[config.mk]
export PLATFORM = sky130hd
export DESIGN_NAME = execute_stage_core
export DESIGN_NICKNAME = d
export VERILOG_FILES = /design/src/rtl/execute_stage_core.sv
export SDC_FILE = /design/constraint.sdc
export NUM_CORES = 2
export LEC_CHECK = 0
export ABC_AREA = 1
export ABC_CLOCK_PERIOD_IN_PS = 3440
export CAP_MARGIN = 15
export CORE_AREA = 2 2 422 424
export CTS_BUF_LIST = sky130_fd_sc_hd__clkbuf_4 sky130_fd_sc_hd__clkbuf_8
export DETAILED_ROUTE_END_ITERATION = 10
export DIE_AREA = 0 0 424 426
export SKIP_CTS_REPAIR_TIMING = 1
export SLEW_MARGIN = 30
export SYNTH_ARGS = -nofsm -noshare
export SYNTH_HDL_FRONTEND = slang
export SYNTH_SLANG_ARGS = --single-unit
[constraint.sdc]
create_clock -name clk -period 3.44 [get_ports clk]
set_input_delay 0.344 -clock clk [delete_from_list [all_inputs] [get_ports clk]]
set_output_delay 0.344 -clock clk [all_outputs]
set_load 0.005 [all_outputs]
[src/rtl/execute_stage_core.sv]
// Decode/Execute pipeline register plus execute-stage datapath.
// Latches the decode control bundle, scalar/vector operands and register
// indices, forwards operands from WB/MEM, and computes the 8-bit scalar
// ALU result and the 16-lane x 8-bit vector ALU result.
module execute_stage_core (
  input  logic         clk,
  input  logic         reset,
  input  logic [19:0]  nop_mux_output_in,
  input  logic [15:0]  srcA_in,
  input  logic [15:0]  srcB_in,
  input  logic [127:0] srcA_vector_in,
  input  logic [127:0] srcB_vector_in,
  input  logic [4:0]   rs1_decode,
  input  logic [4:0]   rs2_decode,
  input  logic [4:0]   rd_decode,
  input  logic [2:0]   select_forward_mux_A,
  input  logic [2:0]   select_forward_mux_B,
  input  logic [15:0]  writeback_data,
  input  logic [7:0]   alu_result_memory,
  input  logic [127:0] writeback_vector,
  input  logic [127:0] alu_vector_result_memory,
  output logic         wre_execute,
  output logic         vector_wre_execute,
  output logic         write_memory_enable_a_execute,
  output logic         write_memory_enable_b_execute,
  output logic [1:0]   select_writeback_data_mux_execute,
  output logic [1:0]   select_writeback_vector_data_mux_execute,
  output logic [4:0]   aluOp_execute,
  output logic [4:0]   aluVectorOp_execute,
  output logic         load_instruction,
  output logic [15:0]  srcA_out,
  output logic [15:0]  srcB_out,
  output logic [127:0] srcA_vector_out,
  output logic [127:0] srcB_vector_out,
  output logic [4:0]   rs1_execute,
  output logic [4:0]   rs2_execute,
  output logic [4:0]   rd_execute,
  output logic [15:0]  alu_src_B,
  output logic [7:0]   alu_result_execute,
  output logic [127:0] alu_vector_result_execute
);

  // Bit 0 of the bundle is reserved and intentionally not latched.
  logic unused_reserved_bit;
  assign unused_reserved_bit = nop_mux_output_in[0];

  logic [18:0]  ctrl_q, ctrl_d;
  logic [15:0]  srca_q, srca_d, srcb_q, srcb_d;
  logic [127:0] vec_a_q, vec_a_d, vec_b_q, vec_b_d;
  logic [14:0]  idx_q, idx_d;

  assign ctrl_d  = nop_mux_output_in[19:1];
  assign srca_d  = srcA_in;
  assign srcb_d  = srcB_in;
  assign vec_a_d = srcA_vector_in;
  assign vec_b_d = srcB_vector_in;
  assign idx_d   = {rs1_decode, rs2_decode, rd_decode};

  // Pipeline register: 1-cycle latency, synchronous clear (no stall input).
  always_ff @(posedge clk) begin
    if (reset) begin
      ctrl_q  <= '0;
      srca_q  <= '0;
      srcb_q  <= '0;
      vec_a_q <= '0;
      vec_b_q <= '0;
      idx_q   <= '0;
    end else begin
      ctrl_q  <= ctrl_d;
      srca_q  <= srca_d;
      srcb_q  <= srcb_d;
      vec_a_q <= vec_a_d;
      vec_b_q <= vec_b_d;
      idx_q   <= idx_d;
    end
  end

  assign {wre_execute, vector_wre_execute,
          write_memory_enable_a_execute, write_memory_enable_b_execute,
          select_writeback_data_mux_execute,
          select_writeback_vector_data_mux_execute,
          aluOp_execute, aluVectorOp_execute, load_instruction} = ctrl_q;

  assign srcA_out        = srca_q;
  assign srcB_out        = srcb_q;
  assign srcA_vector_out = vec_a_q;
  assign srcB_vector_out = vec_b_q;
  assign {rs1_execute, rs2_execute, rd_execute} = idx_q;

  // Shared 8-bit ALU slice used by the scalar path and every vector lane.
  function automatic logic [7:0] alu8(input logic [4:0] op,
                                      input logic [7:0] a,
                                      input logic [7:0] b);
    logic [7:0] r;
    case (op)
      5'd0:    r = a + b;
      5'd1:    r = a - b;
      5'd2:    r = a & b;
      5'd3:    r = a | b;
      5'd4:    r = a ^ b;
      5'd5:    r = a << b[2:0];
      5'd6:    r = a >> b[2:0];
      5'd7:    r = a;
      5'd8:    r = b;
      default: r = 8'h00;
    endcase
    return r;
  endfunction

  logic [15:0]  fwd_a, fwd_b;
  logic [127:0] fwd_va, fwd_vb;

  // Operand forwarding: 1 = writeback stage, 2 = memory stage, else register.
  always_comb begin
    fwd_a  = srca_q;
    fwd_b  = srcb_q;
    fwd_va = vec_a_q;
    fwd_vb = vec_b_q;
    case (select_forward_mux_A)
      3'd1:    begin fwd_a = writeback_data;             fwd_va = writeback_vector;         end
      3'd2:    begin fwd_a = {8'h00, alu_result_memory}; fwd_va = alu_vector_result_memory; end
      default: ;
    endcase
    case (select_forward_mux_B)
      3'd1:    begin fwd_b = writeback_data;             fwd_vb = writeback_vector;         end
      3'd2:    begin fwd_b = {8'h00, alu_result_memory}; fwd_vb = alu_vector_result_memory; end
      default: ;
    endcase
  end

  assign alu_src_B          = fwd_b;
  assign alu_result_execute = alu8(aluOp_execute, fwd_a[7:0], fwd_b[7:0]);

  // Vector ALU: independent lanes, no carry/borrow or shift across lanes.
  always_comb begin
    alu_vector_result_execute = '0;
    for (int i = 0; i < 16; i++) begin
      alu_vector_result_execute[8*i +: 8] =
        alu8(aluVectorOp_execute, fwd_va[8*i +: 8], fwd_vb[8*i +: 8]);
    end
  end

endmodule

==> results.txt <==
- The flow ran to the end, but the final reports show violations.
- The checks that failed: setup timing.
- Portion of the post-synthesis area used by sequential elements: 16.2%
* Starting density of the core: 22.6%
- Synth Area in Simple Gates: 36.7%
- In this run the cell area of the synthesized design comes to 39700 sq um.
* Worst IR drop on VDD: 0.000351 V
- STA classifies the critical path startpoint as a flop.
- The final hold violation count came to 0.
- Detailed-route vias per instance: 5.07
* CP bufs+invs: 8
* I/O pin count: 1085
* 1st-iter DRT viols: 7064
- Entering global routing, the biggest net connects 85 pins.
* Required time of the critical path: 3.10 ns
- CP Capture Type: primary output
- Die height: 426 microns
* Combinational family with the most area after synthesis: simple AND/OR/NAND/NOR gates
- Synth Area in XOR/XNOR: 2.65%
* TritonCTS clock tree: yes
- Final weighted congestion in routability-driven placement: 1.10
* Biggest cell delay along the critical path: 0.40 ns
- Proportion of layout cells with a drive suffix above 1: 28.3%
- The number of different library cells used by synthesis comes to 55.
* Cell total after placement: 11495
- The initial antenna violation count is 98.
* Multiplexer share of the synthesized area: 0.0756%
- Delay-heaviest family, CP: buffers and inverters
- Tightest Pin Transition: 0.960 ns
- Summing the areas of all compound-gate instances in the mapped netlist gives 16.3% of the synthesized area.
- Count of H-tree levels built during CTS: 2
- The count of final max-slew check failures is 0.
- The finished cells cover 71500 sq um.
- Max-slew headroom at the worst pin: 35.4%
- Overall fraction of global-route tracks in use: 33.7%
* Wire length on met2: 133000 microns
- The final critical path takes up 131% of the cycle.
* Number of clock sinks: 322
- The longest clock path from root to sink contains 3 buffers.
- Half-perimeter wire length of the detailed placement result: 276000 microns
* Detail Route Antenna Nets: 0
- The tool flagged a number of max-cap violations equal to 0.
- Pwr/cell area: 324 nW/um^2
* Root Driver: clkbuf_8
* Number of register bits inferred by synthesis: 322
- Top routing layer in use: met5
- Total number of placement rows: 154
- Clock tree synthesis inserted a total of 54 buffers.
* Adder-cell area share of the yosys netlist: 13.6%
* Width of the die: 424 microns
- Syn_nets: 7933
- Type of the worst setup path: flop to primary output
* Fraction of the core area covered by cells at the end of the flow: 40.7%
- Data on the critical path arrives at its endpoint at 4.16 ns.
* Maximum fanout encountered on the critical timing path: 7
- Before antenna repair, the detailed router went through 6 iterations.
- Area taken by multi-input logic gates: 30700 sq um
- Area enclosed by the die boundary: 181000 sq um
- Clock transition at the registers of the reported paths: 0.07 ns
- Placeable Area: 176000 sq um
* Peak clock frequency supported by timing: 222 MHz
* Area growth from synthesis to layout: 79.9%
- Global routing finished with a remaining overflow of 0.
* Total detailed-routing wirelength: 332000 microns
- Routed wire length per instance: 28.1 microns
* Number of global-route vias before repair: 53415
- Detailed routing inserted a total of 59913 vias.
- In this run the tool buffered the top-level ports with 1083 buffer cells.
* Static leakage: 36.8 nW
- Cell taking the most area after synthesis: nand2_1
- Met3 WL post-DR: 35400 microns
- The count of cells in the finished layout, fillers not included, comes to 11818.
- Critical-path cell with the highest stage delay: fa_2
- After technology mapping, the gate count stands at 6899.
- Filler cell count: 18696
- Ys Warns: 0
- Total number of nets in the final design: 10416
- In this run the cell area measured after placement is 64800 sq um.
- Setup slack on the critical path of the routed design comes to -1.07 ns.
* Metal1 wirelength: 142000 microns
- Sequential cell area: 6460 sq um
* Mean Syn Cell Area: 5.76 sq um
* Remaining design rule violation count: 0
- Min Clock Period, post-route: 4.51 ns
- Global-route wire length before repair: 428000 microns
* Setup-failing EPs final: 121
- Worst hold-check path type: primary input to flop
- Setup repair after global routing missed its margin: yes
* Series of cell instances along the critical path: nor2_4 -> buf_6 -> nand2_4 -> nor2_4 -> clkinv_4 -> buf_12 -> buf_12 -> buf_12 -> nand2_8 -> xor2_4 -> fa_2 -> nand2_2 -> inv_2 -> o21ai_1 -> nand2_1 -> buf_6 -> nand2_4 -> nand2_2 -> a21oi_2 -> xor2_1 -> nor2_1 -> nor2_1 -> nand2_1 -> buf_6
- In this run the biggest area consumer among cell types represents 18.2% of the synthesized area.
- Largest cells by area after synthesis: nand2_1 18%, dfxtp_1 16%, ha_1 13%, inv_1 10%, nor2_1 8.1%
==> layout make-up <==
| cell class | instances | area share, % |
|---|---|---|
| antenna | 56 | 0.196 |
| timing repair buffer | 2766 | 36.2 |
| sequential | 322 | 9.04 |
| inverter | 1092 | 5.83 |
| tap | 2340 | 4.10 |
| multi-input combinational | 5146 | 43.0 |
| clock buffer | 86 | 1.49 |
| clock inverter | 10 | 0.151 |
==> sequential cells by signal, summed over array words and instances (netlist names) <==
name / count
srcA_out: 16
srcB_vector_out: 128
idx_q: 15
ctrl_q: 19
srcB_out: 16
srcA_vector_out: 128
==> cell families (layout without fill, tap and decap cells) <==
logic type / after synthesis / count (layout)
flops: 322 / 322
fa+ha+maj: 423 / 423
buf+inv: 1431 / 3954
compound gates: 1054 / 1054
simple gates: 3546 / 3546
other cells: 0 / 56
mux: 3 / 3
xor+xnor: 120 / 120
==> per-stage QoR <==
stage	hold WS, ns	power, mW	setup slack (ns)	setup TNS, ns
global route	0.0954	24.3	-1.16	-100.56
CTS	0.0258	21.2	-1.61	-165.54
finish	0.0627	23.2	-1.07	-87.47
global placement	0.796	17.2	-1.60	-155.84
floorplan	0.451	9.46	0.0540	0
detailed placement	0.800	17.2	-1.56	-159.42
==> metal layers <==
metal  vias up  track usage [%]
met1     28642             47.4
met3       687             7.72
met5         -                0
li1      26993                -
met4        44             17.2
met2      3547             47.2
==> final timing paths <==
check	slack [ns]	start	depth (start not counted)	endpoint
max	-1.07	ctrl_q[5]	24	alu_vector_result_execute[126]
min	0.06	reset	2	srcA_out[1]
==> power by group <==
| group | leakage [nW] | internal, mW | switching, mW |
|---|---|---|---|
| logic | 33.5 | 6.88 | 8.10 |
| registers | 2.69 | 3.94 | 0.362 |
| clock network | 0.622 | 2.05 | 1.86 |
==> cells in the mapped netlist (all sizes together) <==
cell     count
fa          17
o211ai     107
o31a         3
o21ai      327
clkbuf     156
o21bai       8
a21oi      355
a41oi        2
a31oi       17
nand4       45
o2111ai      8
or2         21
and3        12
a21o         1
ha         406
nor3b        3
o2111a       9
mux2i        3
dfxtp      322
o2bb2ai      1
clkinv       4
nor2       901
and2         5
xnor2        8
o221ai      28
buf        183
o22ai       88
a22o        12
nand2     1927
nor4         7
o211a        3
nor3        31
a221oi      61
nand3b       2
o21a         9
xor2       112
nand3      592
inv       1088
a211oi      15
==> layout by cell type (no fill, tap or decap), drive strengths merged, types with 9 or more instances in the layout <==
master	synthesis	routed
diode	0	56
ha	406	406
nor3	31	31
a211oi	15	15
nand4	45	45
buf	183	1746
a22o	12	12
o21ai	327	327
and3	12	12
nor2	901	901
a21oi	355	355
clkinv	4	13
fa	17	17
dlymetal6s2s	0	30
a31oi	17	17
o22ai	88	88
nand2	1927	1927
or2	21	21
clkdlybuf4s50	0	941
inv	1088	1086
o2111a	9	9
o221ai	28	28
a221oi	61	61
nand3	592	592
o211ai	107	107
o21a	9	9
dfxtp	322	322
clkbuf	156	135
xor2	112	112
(Power assumes the default switching activity.)
